==> config.mk <==
export PLATFORM = sky130hd
export DESIGN_NAME = error_ek
export DESIGN_NICKNAME = d
export VERILOG_FILES = /design/src/rtl/error_ek_pkg.sv /design/src/rtl/error_ek_restador.sv /design/src/rtl/error_ek.sv
export SDC_FILE = /design/constraint.sdc
export NUM_CORES = 1
export LEC_CHECK = 0
export ABC_AREA = 1
export ABC_CLOCK_PERIOD_IN_PS = 2000
export CORE_MARGIN = 2
export CORE_UTILIZATION = 60
export DETAILED_ROUTE_END_ITERATION = 6
export DONT_BUFFER_PORTS = 1
export PLACE_DENSITY = 0.74
export SYNTH_ARGS = -nofsm -noshare
export SYNTH_HDL_FRONTEND = slang
export SYNTH_SLANG_ARGS = --single-unit
==> constraint.sdc <==
create_clock -name clk -period 2 [get_ports clk]
set_clock_uncertainty 0.15 [all_clocks]
set_input_delay 0.4 -clock clk [delete_from_list [all_inputs] [get_ports clk]]
set_output_delay 0.4 -clock clk [all_outputs]
set_load 0.1 [all_outputs]
==> src/rtl/error_ek_pkg.sv <==
// Shared definitions for the error stage that feeds the integral-term block:
// default widths and latencies, FSM state encoding and a counter sizing helper.
package error_ek_pkg;

    // Signed sample width shared with the ADC interface and the ik block.
    localparam int N_DEF       = 18;

    // Default strobe latencies, counted in clock edges after the capture edge.
    // They line up with the three register stages inside ik.
    localparam int LAT_EN1_DEF = 2;
    localparam int LAT_EN2_DEF = 3;

    // IDLE waits for a sample, ESPERA walks through the strobe sequence.
    typedef enum logic {
        IDLE   = 1'b0,
        ESPERA = 1'b1
    } estado_t;

    // The sequence counter must reach LAT_EN2+1 without wrapping.
    function automatic int cnt_width(input int lat_en2);
        return $clog2(lat_en2 + 2);
    endfunction

endpackage

==> src/rtl/error_ek_restador.sv <==
// Saturating signed subtractor: diferencia = clamp(a - b) to the N-bit range.
module restador_saturado
    import error_ek_pkg::*;
#(
    parameter int N = N_DEF
) (
    input  logic [N-1:0] a,
    input  logic [N-1:0] b,
    output logic [N-1:0] diferencia,
    output logic         sat
);

    logic [N:0]   dif_ext;
    logic [N-1:0] valor_max;
    logic [N-1:0] valor_min;

    // Subtract with one guard bit; a mismatch between the top two bits means
    // the exact result does not fit in N bits, so clamp toward its sign.
    always_comb begin
        dif_ext    = {a[N-1], a} - {b[N-1], b};
        valor_max  = {1'b0, {(N-1){1'b1}}};
        valor_min  = {1'b1, {(N-1){1'b0}}};
        diferencia = dif_ext[N-1:0];
        sat        = 1'b0;
        if (dif_ext[N] != dif_ext[N-1]) begin
            sat        = 1'b1;
            diferencia = dif_ext[N] ? valor_min : valor_max;
        end
    end

endmodule

==> src/rtl/error_ek.sv <==
// Error stage ahead of the integral-term block: captures ek = ref - y on each
// accepted ADC sample, holds it steady and fires en1/en2 at fixed latencies so
// that ik accumulates exactly once per sample.
module error_ek
    import error_ek_pkg::*;
#(
    parameter int N       = N_DEF,
    parameter int LAT_EN1 = LAT_EN1_DEF,
    parameter int LAT_EN2 = LAT_EN2_DEF
) (
    input  logic         clk,
    // Active-low: 0 holds the block in reset.
    input  logic         reset,
    input  logic         habilitar,
    input  logic         adc_valido,
    input  logic [N-1:0] adc_dato,
    // Setpoint; "ref" is a reserved word in SystemVerilog, hence the suffix.
    input  logic [N-1:0] ref_i,
    output logic [N-1:0] ek,
    output logic         ek_valido,
    output logic         en1,
    output logic         en2,
    output logic         ocupado,
    output logic         sat,
    output logic         overrun
);

    localparam int            CW      = cnt_width(LAT_EN2);
    localparam logic [CW-1:0] CNT_UNO = CW'(1);
    localparam logic [CW-1:0] CNT_EN1 = CW'(LAT_EN1);
    localparam logic [CW-1:0] CNT_EN2 = CW'(LAT_EN2);
    localparam logic [CW-1:0] CNT_FIN = CW'(LAT_EN2 + 1);

    estado_t       estado_q, estado_d;
    logic [CW-1:0] cnt_q, cnt_d;

    logic [N-1:0]  ek_q, ek_d;
    logic          sat_q, sat_d;
    logic          ek_valido_q, ek_valido_d;
    logic          en1_q, en1_d;
    logic          en2_q, en2_d;
    logic          ocupado_q, ocupado_d;
    logic          overrun_q, overrun_d;

    logic [N-1:0]  diferencia;
    logic          dif_sat;

    logic          fin_secuencia;
    logic          captura;
    logic          descarte;

    restador_saturado #(
        .N(N)
    ) u_restador (
        .a         (ref_i),
        .b         (adc_dato),
        .diferencia(diferencia),
        .sat       (dif_sat)
    );

    // Classify this edge: end of a sequence, an accepted sample, or a sample
    // that arrives too early and must be dropped. A sample on the closing edge
    // of a sequence is accepted, giving back-to-back operation.
    always_comb begin
        fin_secuencia = (estado_q == ESPERA) && (cnt_q == CNT_FIN);
        captura       = habilitar && adc_valido &&
                        ((estado_q == IDLE) || fin_secuencia);
        descarte      = habilitar && adc_valido && !captura;
    end

    // State and sequence counter; reset aborts any sequence in flight.
    always_ff @(posedge clk or negedge reset) begin
        if (!reset) begin
            estado_q <= IDLE;
            cnt_q    <= '0;
        end else begin
            estado_q <= estado_d;
            cnt_q    <= cnt_d;
        end
    end

    // Next state: disabling wins over everything, then a capture restarts
    // the count at 1, otherwise ESPERA counts up until the closing edge.
    always_comb begin
        estado_d = estado_q;
        cnt_d    = cnt_q;
        if (!habilitar) begin
            estado_d = IDLE;
            cnt_d    = '0;
        end else if (captura) begin
            estado_d = ESPERA;
            cnt_d    = CNT_UNO;
        end else if (fin_secuencia) begin
            estado_d = IDLE;
            cnt_d    = '0;
        end else if (estado_q == ESPERA) begin
            cnt_d    = cnt_q + CNT_UNO;
        end
    end

    // Output next-values: ek/sat hold until the next capture, strobes are
    // single-cycle decodes of the counter, overrun is sticky until disabled.
    always_comb begin
        ek_d        = ek_q;
        sat_d       = sat_q;
        ek_valido_d = 1'b0;
        en1_d       = 1'b0;
        en2_d       = 1'b0;
        ocupado_d   = (estado_d == ESPERA);
        overrun_d   = overrun_q;
        if (!habilitar) begin
            ek_d      = '0;
            sat_d     = 1'b0;
            overrun_d = 1'b0;
        end else begin
            if (captura) begin
                ek_d        = diferencia;
                sat_d       = dif_sat;
                ek_valido_d = 1'b1;
            end
            if (descarte) begin
                overrun_d = 1'b1;
            end
            if (estado_q == ESPERA) begin
                en1_d = (cnt_q == CNT_EN1);
                en2_d = (cnt_q == CNT_EN2);
            end
        end
    end

    // Output registers; everything visible to ik comes straight from a flop.
    always_ff @(posedge clk or negedge reset) begin
        if (!reset) begin
            ek_q        <= '0;
            sat_q       <= 1'b0;
            ek_valido_q <= 1'b0;
            en1_q       <= 1'b0;
            en2_q       <= 1'b0;
            ocupado_q   <= 1'b0;
            overrun_q   <= 1'b0;
        end else begin
            ek_q        <= ek_d;
            sat_q       <= sat_d;
            ek_valido_q <= ek_valido_d;
            en1_q       <= en1_d;
            en2_q       <= en2_d;
            ocupado_q   <= ocupado_d;
            overrun_q   <= overrun_d;
        end
    end

    assign ek        = ek_q;
    assign sat       = sat_q;
    assign ek_valido = ek_valido_q;
    assign en1       = en1_q;
    assign en2       = en2_q;
    assign ocupado   = ocupado_q;
    assign overrun   = overrun_q;

endmodule

==> results of run 1 <==
synthesized netlist by cell type:
master,count,area [sq um]
nand2_2,7,43.8
nor4_1,2,12.5
xor2_1,5,43.8
a31oi_1,2,12.5
nand2_1,127,477
o32ai_1,1,8.76
nor4_2,1,12.5
o21ai_0,13,65.1
o21ai_1,2,10.0
buf_6,4,45.0
ha_1,22,275
clkinv_1,1,3.75
inv_1,45,169
and2_1,1,6.26
nor2_1,21,78.8
nand2_4,1,11.3
a21oi_2,4,35.0
nand3_2,4,40.0
xnor2_1,4,35.0
nand3_1,28,140
a21oi_1,14,70.1
nor2_2,2,12.5
fa_1,1,20.0
nand3b_1,4,30.0
dfrtp_1,27,676
o31ai_1,1,7.51
a21oi_4,1,16.3
nor3_1,1,5.00
kinds of logic after synthesis:
kind of cell / after synthesis
AND/OR/NAND/NOR: 199
buffers and inverters: 50
AO/OA/AOI/OAI: 38
flip-flops: 27
adder cells (fa/ha/maj): 23
XOR/XNOR: 9
routing by layer:
layer  GRT overflow  track usage
met5              0            0
met4             48        0.982
met3              2        0.395
met2            143         1.13
met1              0        0.755
metrics by stage:
step	TNS, ns	std cells	hold WS (ns)
floorplan	-0.712	346	-0.0456
global placement	-4.10	460	-0.0450
detailed placement	-5.71	460	-0.0449
CTS	0	468	0.123
repair_timing:
action | 4_1_cts
endpoints found under the hold margin | 27
endpoints found under the setup margin | 17
pin swaps | 2
setup buffers | 1
hold buffers | 2
resized for setup | 2
cloned | 1
==> impl_results.md, run 1 <==
- Status: stopped before the end
- Stopped at: global routing
- Stop err: [ERROR GRT-0232] Routing congestion too high. Check the congestion heatmap in the GUI.
- Distinct cells, synth: 28
- Post-Syn Area per Cell: 6.83 sq um
- Yosys warnings: 0
- HPWL Detailed: 5060 um
- Pre-CTS setup slack: -0.372 ns
- Die Ht: 66.7 um
- Yosys reg bits: 27
- Dominant combinational cell family by area after synthesis: simple AND/OR/NAND/NOR gates
- Synth Area in XOR/XNOR: 0.0334
- Total CTS buffers: 3
- Routability Congestion: 0.838
- Grt total ovfl: 193
- Clk root buf: clkbuf_8
- Clock tree buffer depth: 2
- Placed cell areas: 0.00314 sq mm
- Port Buf Inserts: 0
- Post-Synth Simple-Gate Area: 0.368
- Post-synthesis sequential area ratio: 0.286
- Adder-Cell Fraction of Synth Area: 0.125
- # clock sinks: 27
- Initial Util: 0.636
- GRT worst endpoint: ek[14]$_DFFE_PN0P_/D
- Pin count of the biggest net entering global routing: 28
- WEP type: register input
- Synthesized net count: 409
- Multiplexer fraction of the synthesized cell area: 0
- Post-synthesis cell area: 0.00236 sq mm
- GRT Total Usage: 0.797
- Die width: 66.7 um
- H-tree Lvls: 1
- IO Count: 64
- Row cnt: 22
- Synth Instances: 346
- Compound-Gate Fraction of Synth Area: 0.0953
==> run 2, diff against run 1 <==
- CORE_UTILIZATION: 60 -> 40
- PLACE_DENSITY: 0.74 -> not set
- PLACE_DENSITY_LB_ADDON: not set -> 0.15
==> impl_results.md, run 2 <==
- Status: finished clean
- Vias in the first global route: 2288
- Worst R2R Start: cnt_q[0]
- Layout cell share with drive strength beyond 1: 0.315
- Top post-synthesis cells by area: dfrtp_1 (29%), nand2_1 (20%), ha_1 (12%)
- Remaining DRCs: 0
- WHS Path Cells: 2
- Final-report max-slew violation count: 0
- Start point of the worst hold path: habilitar
- Total CTS buffers: 3
- Max VDD drop: 0.412 mV
- IO Count: 64
- Max reg flops: 18
- Power Total: 2.34 mW
- Synthesized net count: 409
- Leakage: 1.74 nW
- Nets: 480
- Grt total ovfl: 0
- EDFF count, synth: 0
- Avg WL per Cell: 11.8 um
- Initial DRT Pass Iterations: 4
- Commonest cells post-synth: nand2_1 (127), inv_1 (45), nand3_1 (28)
- Commonest non-fill, non-tap cells in the layout: nand2_1 (121), buf_4 (65), inv_1 (41)
- CTS tree: done
- Critical Path Source Type: primary input
- Die area: 0.00654 sq mm
- ANT nets after route: 0
- Async SR Flop Fraction: 1.00
- Most frequent CP cell: nand2_1
- Critical Path Sink Type: register
- Post-synthesis sequential area ratio: 0.286
- Via density: 4.90
- Min-delay worst type: primary input to register
- Routability Congestion: 0.813
- Worst slew pin tran: 0.294 ns
- Crit-path max cell delay: 0.26 ns
- FF-to-FF End: ek[7]
- Port Buf Inserts: 0
- HPWL Detailed: 4730 um
- Critical path data arrival time: 1.95 ns
- Clk_lat worst skew: 0.27 ns
- H-tree Lvls: 1
- Pin count of the biggest net entering global routing: 28
- Endpoints failing hold: 0
- Clk root buf: clkbuf_8
- Setup Fix Bufs, Post-CTS: 0
- Top delay family on crit path: simple AND/OR/NAND/NOR gates
- Core ar.: 0.00561 sq mm
- Sum Neg Setup Slack: 0 ns
- R2r worst-path depth: 12
- Initial Util: 0.421
- Area leader, netlist: dfrtp_1
- Power Dens Cells: 702 mW/mm^2
- Die Ht: 80.9 um
- Top cell type's share of synthesized area: 0.286
- Max-capacitance violation count: 0
- Initial drt markers: 122
- Synth Instances: 346
- First-pass GRT wire length: 9720 um
- Tmin final: 1.89 ns
- Setup ws final: 0.111 ns
- Distinct cells, synth: 28
- Flop2flop setup slack: 0.17 ns
- Worst path depth: 14
- GRT Total Usage: 0.182
- Post-synthesis cell area: 0.00236 sq mm
- Prevailing post-synth register cell: dfrtp_1
- Worst path bufs/invs: 2
- Vias: 2390
- DRT Wirelength: 5780 um
- Period utilization: 0.944
- Yosys reg bits: 27
- Worst Hold End: overrun
- Cells along the critical path: inv_1, ha_4, a21oi_2, nand2_1, nand2_1, nand3_2, nand2_2, nand2_2, nand2_2, nand2_4, a21oi_4, buf_12, nand2_1, nand2_1
- Yosys warnings: 0
- Antenna violations before repair: 0
- Worst rel slew slack: 0.803
- Die width: 80.9 um
- RSZ-0062 raised after global routing: yes
- Count of final setup violators: 0
- Post-Syn Area per Cell: 6.83 sq um
- Most common cell after layout, fill and taps aside: nand2_1
- Crit path kind: primary input to register
- CP max stage cell: ha_4
- # clock sinks: 27
- Worst-path fanout max: 17
- Row cnt: 27
- ANT cells: 0
- Top-count cell post-synth: nand2_1
- Pre-CTS setup slack: -0.214 ns
- Peak Freq: 529 MHz
- Clock tree buffer depth: 2
- Clock slew seen by the registers of the worst setup and hold paths: 0.09 ns
- WP data required: 2.06 ns
- Area grow syn2layout: 40.9%
## run 2: cell counts after synthesis
Identical to the previous run, type by type.
## run 2: cells by family (layout without fill, tap and decap cells)
family | Yosys count | count (layout) | synth area share
simple gates | 199 | 201 | 0.368
buf+inv | 50 | 118 | 0.0922
compound gates | 38 | 38 | 0.0953
flops | 27 | 27 | 0.286
fa+ha+maj | 23 | 23 | 0.125
xor+xnor | 9 | 9 | 0.0334
## run 2: how the worst max path moves through the flow
stage	to	slack (ns)	from
2_1_floorplan	ek[10]	-0.07	ref_i[0]
3_3_place_gp	ek[7]	-0.19	adc_dato[14]
3_5_place_dp	ek[8]	-0.21	adc_dato[14]
4_1_cts	ek[8]	0.07	adc_dato[14]
5_1_grt	ek[2]	-0.002	adc_dato[5]
6_report	ek[8]	0.11	adc_dato[5]
## run 2: repair_timing
action / 4_1_cts / 5_1_grt
resized for setup: 0 / 16
hold buffers: 2 / 0
endpoints found under the setup margin: 0 / 19
hold endpoints to repair: 27 / 0
## run 2: metrics by stage
step                cell area [sq um]   util  hold WS (ns)  std cells
floorplan                        2600      -       -0.0456        346
global placement                 3160  0.563       -0.0449        480
detailed placement               3160  0.563       -0.0450        480
CTS                              3230  0.576        0.0977        486
global route                     3330  0.593         0.101        488
finish                           3330  0.593         0.106        488
## run 2: cell type report
class	count	area (sq um)
clock buffers	3	41.3
repair buffers	68	538
inverters	46	185
clock inverters	1	5.00
flip-flops and latches	27	677
fillers	554	2280
multi-input cells	271	1790
well taps	72	90.1
## run 2: power breakdown
group	internal [mW]	switching, mW	total [mW]
logic	0.458	0.934	1.39
registers	0.612	0.0299	0.642
clock network	0.139	0.164	0.303
total	1.21	1.13	2.34
## run 2: routing by layer
layer,up-vias,global-route usage,part of all wire
met5,-,0,0
met4,0,0.0102,0.0022
met3,2,0.0322,0.036
met2,44,0.336,0.50
met1,1096,0.232,0.46
li1,1248,-,-
No activity file was read; power rests on OpenSTA's default activity.
==> run 3, diff against run 2 <==
- SYNTH_HIERARCHICAL: not set -> 1
==> impl_results.md, run 3 <==
- Commonest cells post-synth: nand2_1 (147), inv_1 (48), dfrtp_1 (27)
- Period utilization: 0.949
- ANT nets after route: 0
- Post-Syn Area per Cell: 6.91 sq um
- CTS tree: done
- Sequential cell area: 676 sq um
- Area leader, netlist: dfrtp_1
- Final core occ: 0.572
- Row cnt: 28
- Avg WL per Cell: 11.8 um
- # clock sinks: 27
- Initial drt markers: 126
- Final-report max-slew violation count: 0
- Critical path data arrival time: 1.91 ns
- Count of final setup violators: 0
- Area grow syn2layout: 37.0%
- WP data required: 2.01 ns
- Antenna violations before repair: 0
- Core ar.: 0.00596 sq mm
- Most common cell after layout, fill and taps aside: nand2_1
- DRT Wirelength: 5860 um
- Power Dens Cells: 672 mW/mm^2
- Die area: 0.00687 sq mm
- Setup ws final: 0.101 ns
- IO Count: 64
- Most frequent CP cell: nand2_1
- Tmin final: 1.90 ns
- Setup Fix Bufs, Post-CTS: 0
- Flop2flop setup slack: 0.33 ns
- Synth Instances: 360
- Initial DRT Pass Iterations: 6
- Total CTS buffers: 3
- Remaining DRCs: 0
- Vias in the first global route: 2191
- Top cell type's share of synthesized area: 0.271
- Yosys warnings: 6
- Clock slew seen by the registers of the worst setup and hold paths: 0.09 ns
- Peak Freq: 527 MHz
- Clk root buf: clkbuf_8
- CP max stage cell: ha_4
- Distinct cells, synth: 32
- Yosys reg bits: 27
- Via density: 4.73
- Crit path kind: primary input to register
- Post-synthesis sequential area ratio: 0.271
- RSZ-0062 raised after global routing: yes
- Max reg flops: 18
- Nets: 486
- Pre-CTS setup slack: -0.285 ns
- Commonest non-fill, non-tap cells in the layout: nand2_1 (144), buf_4 (61), inv_1 (46)
- EDFF count, synth: 0
- Max VDD drop: 0.558 mV
- Initial Util: 0.418
- Die Ht: 82.9 um
- Min-delay worst type: primary input to register
- Crit-path max cell delay: 0.30 ns
- Worst slew pin tran: 0.327 ns
- Top-count cell post-synth: nand2_1
- Multi-input gate area: 0.00190 sq mm
- Top post-synthesis cells by area: dfrtp_1 (27%), nand2_1 (22%), ha_1 (11%)
- HPWL Detailed: 4630 um
- Worst-path fanout max: 9
- Grt total ovfl: 0
- Async SR Flop Fraction: 1.00
- Leakage: 1.85 nW
- Worst rel slew slack: 0.782
- Port Buf Inserts: 0
- Critical Path Sink Type: register
- Status: finished clean
- Clk_lat worst skew: 0.27 ns
- Layout cell share with drive strength beyond 1: 0.325
- H-tree Lvls: 1
- Cells along the critical path: inv_1, ha_4, nand2_2, nor2_2, nand3_1, nand3_2, nand2_2, nand2_2, nand2_4, nand2_8, nand2_8, nand2_1, nand2_1, nand2_1, nand2_1
- Pin count of the biggest net entering global routing: 28
- Post-synthesis cell area: 0.00249 sq mm
- First-pass GRT wire length: 9670 um
- Endpoints failing hold: 0
- # fillers: 592
- Routability Congestion: 0.898
- Vias: 2349
- Power Total: 2.29 mW
- Critical Path Source Type: primary input
- Max-capacitance violation count: 0
- ANT cells: 0
- GRT Total Usage: 0.163
- Prevailing post-synth register cell: dfrtp_1
- Die width: 82.9 um
- Clock tree buffer depth: 2
- Synthesized net count: 423
[run 3: cell count changes after synthesis, sizes merged, moves of 3 or more]
cell	delta
nand3	-13
nand3b	-3
nand4	+5
inv	+5
a21oi	-4
xor2	+4
o21ai	-10
nand2	+34
buf	+3
nor2	-6
[run 3: cells by family (layout without fill, tap and decap cells)]
| kind of cell | after synthesis | count (layout) | share of synthesized area |
|---|---|---|---|
| buffers and inverters | 57 | 117 | 0.108 |
| adders and majority gates | 23 | 23 | 0.119 |
| xor gates and xnor gates | 12 | 12 | 0.0422 |
| AOI/OAI and AO/OA | 26 | 26 | 0.0603 |
| DFF | 27 | 27 | 0.271 |
| and+or+nand+nor | 215 | 217 | 0.400 |
[run 3: final cells by class]
class / count / area share
clock buffers: 3 / 0.0121
flip-flops and latches: 27 / 0.198
repair buffers: 63 / 0.143
well taps: 75 / 0.0275
multi-input cells: 278 / 0.558
clock inverters: 1 / 0.00147
inverters: 50 / 0.0595
[run 3: path summary, 6_finish.rpt]
path                              to  depth (start not counted)   startpoint
max reg2reg                    ek[8]                          8     cnt_q[0]
min reg2reg                    ek[0]                          2        ek[0]
min                              en2                          2    habilitar
min in group asynchronous  ek_valido                          2        reset
max                           ek[11]                         15  adc_dato[8]
max in group asynchronous      ek[2]                          2        reset
[run 3: power by group]
group / total, mW / internal (mW) / switching, mW
combinational: 1.36 / 0.449 / 0.911
sequential: 0.629 / 0.602 / 0.0270
clock: 0.300 / 0.139 / 0.161
total: 2.29 / 1.19 / 1.10
[run 3: worst max-delay path, delay by kind of cell]
kind                       cells  cell delay [ns]
buffers and inverters          1             0.04
and+or+nand+nor               13             1.17
adders and majority gates      1             0.30
[run 3: timing repair]
action / 4_1_cts / 5_1_grt
gates cloned: 1 / 1
gates resized for setup: 2 / 25
endpoints found under the hold margin: 27 / 0
endpoints found under the setup margin: 3 / 18
pin swaps: 3 / 7
hold buffers: 2 / 0
[run 3: per-stage QoR]
stage / hold WS [ns] / instances / setup TNS [ns] / cell area, sq um
floorplan: -0.0456 / 360 / -1.56 / 2660
global placement: -0.0450 / 489 / -3.59 / 3130
detailed placement: -0.0449 / 489 / -4.60 / 3130
CTS: 0.0849 / 496 / 0 / 3230
global route: 0.0829 / 497 / -0.0153 / 3410
finish: 0.0873 / 497 / 0 / 3410
[run 3: per-layer routing]
metal  up-vias  routed length [um]  GRT usage
met5         -                   0          0
met4         0                  29     0.0358
met3         4                 266     0.0189
met2        58                2700      0.271
met1      1043                2860      0.227
li1       1244                   -          -
==> run 4, diff against run 3 <==
- ABC_AREA: 1 -> not set
==> impl_results.md, run 4 <==
- Worst R2R Start: cnt_q[0]
- Distinct cells, synth: 58
- IO Count: 64
- First-pass GRT wire length: 12700 um
- Clock slew seen by the registers of the worst setup and hold paths: 0.09 ns
- Routability Congestion: 0.866
- GRT Total Usage: 0.212
- Sum Neg Setup Slack: -8.05 ns
- Pin count of the biggest net entering global routing: 28
- Multi-input gate area: 0.00204 sq mm
- Yosys reg bits: 27
- Flop2flop setup slack: 0.25 ns
- Critical path data arrival time: 2.55 ns
- Initial drt markers: 135
- Commonest non-fill, non-tap cells in the layout: buf_4 (97), dfrtp_1 (27), inv_1 (26)
- Vias: 2690
- Die area: 0.00729 sq mm
- Sequential cell area: 676 sq um
- Async SR Flop Fraction: 1.00
- DRT Wirelength: 7510 um
- # clock sinks: 27
- Antenna violations before repair: 0
- Area grow syn2layout: 45.5%
- Max-capacitance violation count: 0
- Top post-synthesis cells by area: dfrtp_1 (26%), ha_1 (10%), a21oi_1 (6.4%)
- Top cell type's share of synthesized area: 0.255
- Status: finished, violations left
- Die Ht: 85.4 um
- CTS tree: done
- Top-count cell post-synth: a21oi_1
- H-tree Lvls: 1
- Post-synthesis sequential area ratio: 0.255
- Min-delay worst type: primary input to register
- Critical Path Source Type: primary input
- Failing checks: setup timing
- Post-synthesis cell area: 0.00265 sq mm
- ANT cells: 0
- Synthesized net count: 374
- Area leader, netlist: dfrtp_1
- Worst Setup SP: ref_i[0]
- Max reg flops: 18
- Initial Util: 0.415
- Final core occ: 0.604
- Placed cells: 459
- Top delay family on crit path: compound AO/OA/AOI/OAI gates
- FF-to-FF End: ek[1]
- RSZ-0062 raised after global routing: yes
- Avg WL per Cell: 15.6 um
- EDFF count, synth: 0
- Die width: 85.4 um
- CP max stage cell: fa_2
- Power Total: 2.50 mW
- ANT nets after route: 0
- Crit-path max cell delay: 0.34 ns
- Tmin final: 2.53 ns
- Remaining DRCs: 0
- Clock tree buffer depth: 2
- Layout cell share with drive strength beyond 1: 0.441
- Worst Hold End: ocupado
- Initial DRT Pass Iterations: 4
- Nets: 468
- WP data required: 2.01 ns
- R2r worst-path depth: 5
- Crit path kind: primary input to register
- Commonest cells post-synth: a21oi_1 (34), inv_1 (32), dfrtp_1 (27)
- Worst path bufs/invs: 2
- Row cnt: 29
- Leakage: 1.79 nW
- Post-Syn Area per Cell: 8.52 sq um
- Max VDD drop: 0.459 mV
- Count of final setup violators: 19
- Vias in the first global route: 2716
- Worst-path fanout max: 4
- Period utilization: 1.27
- HPWL Detailed: 5710 um
- Clk root buf: clkbuf_8
- Worst Hold Slack: 0.0906 ns
- Setup ws final: -0.535 ns
- # fillers: 568
- Cells along the critical path: inv_12, ha_4, inv_2, fa_2, a211oi_2, o21ai_2, a21oi_2, a2111oi_2, nand2b_4, maj3_2, a221o_1, a22o_1
- Yosys warnings: 6
- Start point of the worst hold path: habilitar
- Prevailing post-synth register cell: dfrtp_1
- Synth Instances: 311
- Clk_lat worst skew: 0.27 ns
- Total CTS buffers: 3
- Grt total ovfl: 0
- Via density: 5.59
- Peak Freq: 395 MHz
- Critical Path Sink Type: register
- Most common cell after layout, fill and taps aside: buf_4
- Port Buf Inserts: 0
- Power Dens Cells: 649 mW/mm^2
- Final-report max-slew violation count: 0
- WHS Path Cells: 1
- Worst rel slew slack: 0.389
- Fin cells: 481
- Endpoints failing hold: 0
- Core ar.: 0.00639 sq mm
- Worst slew pin tran: 0.917 ns
==> run 4: cell count changes in the layout (fill, tap and decap cells not counted), moves of 9 or more <==
cell / before / now
a22o_1: 0 / 18
nand2_2: 18 / 3
nand2_1: 144 / 12
a21oi_1: 8 / 23
ha_1: 5 / 14
inv_1: 46 / 26
buf_4: 61 / 97
==> run 4: repair_timing <==
action / in CTS / in global routing
setup endpoints to repair: 19 / 19
cloned: 1 / 0
buffers inserted: 15 / 1
hold buffers: 2 / 0
resized for setup: 58 / 6
pin swaps: 25 / 18
hold endpoints to repair: 27 / 0
==> run 4: worst max path at each step <==
| stage | slack, ns | depth (start not counted) | to |
|---|---|---|---|
| global route | -0.61 | 12 | ek[2] |
| CTS | -0.53 | 12 | ek[2] |
| detailed placement | -0.93 | 10 | ek[2] |
| floorplan | -0.94 | 13 | ek[2] |
| global placement | -0.90 | 12 | ek[15] |
| finish | -0.53 | 12 | ek[2] |
==> run 4: worst reg2reg max path, stage by stage, from the launching register on <==
cell and delay (ns):
dfrtp_1 0.40, inv_1 0.09, ha_1 0.24, a21bo_4 0.24, and3_4 0.26, a22o_1 0.26
==> run 4: where the power goes <==
group          switching [mW]  total [mW]  internal (mW)
sequential             0.0438       0.639          0.595
clock                   0.163       0.303          0.139
combinational           0.932        1.56          0.629
==> run 4: through the flow <==
step | cell area (sq um) | setup slack, ns
5_1_grt | 3850 | -0.610
3_5_place_dp | 3390 | -0.931
3_3_place_gp | 3390 | -0.896
2_1_floorplan | 2770 | -0.939
4_1_cts | 3830 | -0.529
6_report | 3850 | -0.535
==> run 4: logic make-up after synthesis <==
group	synth area share
fa+ha+maj	0.124
flops	0.255
compound gates	0.366
simple gates	0.118
mux	0.0118
xor+xnor	0.0331
buf+inv	0.0931
==> run 4: per-layer routing <==
metal,routed length (um),vias up,global-route usage
met5,0,-,0
met2,3740,58,0.354
met3,306,14,0.0360
li1,-,1342,-
met4,138,0,0.0577
met1,3320,1276,0.283
==> run 4: final cells by class <==
cell class                 instances  share of cell area
timing repair buffer             107               0.220
tap                               77              0.0250
clock inverter                     1             0.00130
clock buffer                       3              0.0107
inverter                          32              0.0383
sequential                        27               0.175
multi-input combinational        234               0.529
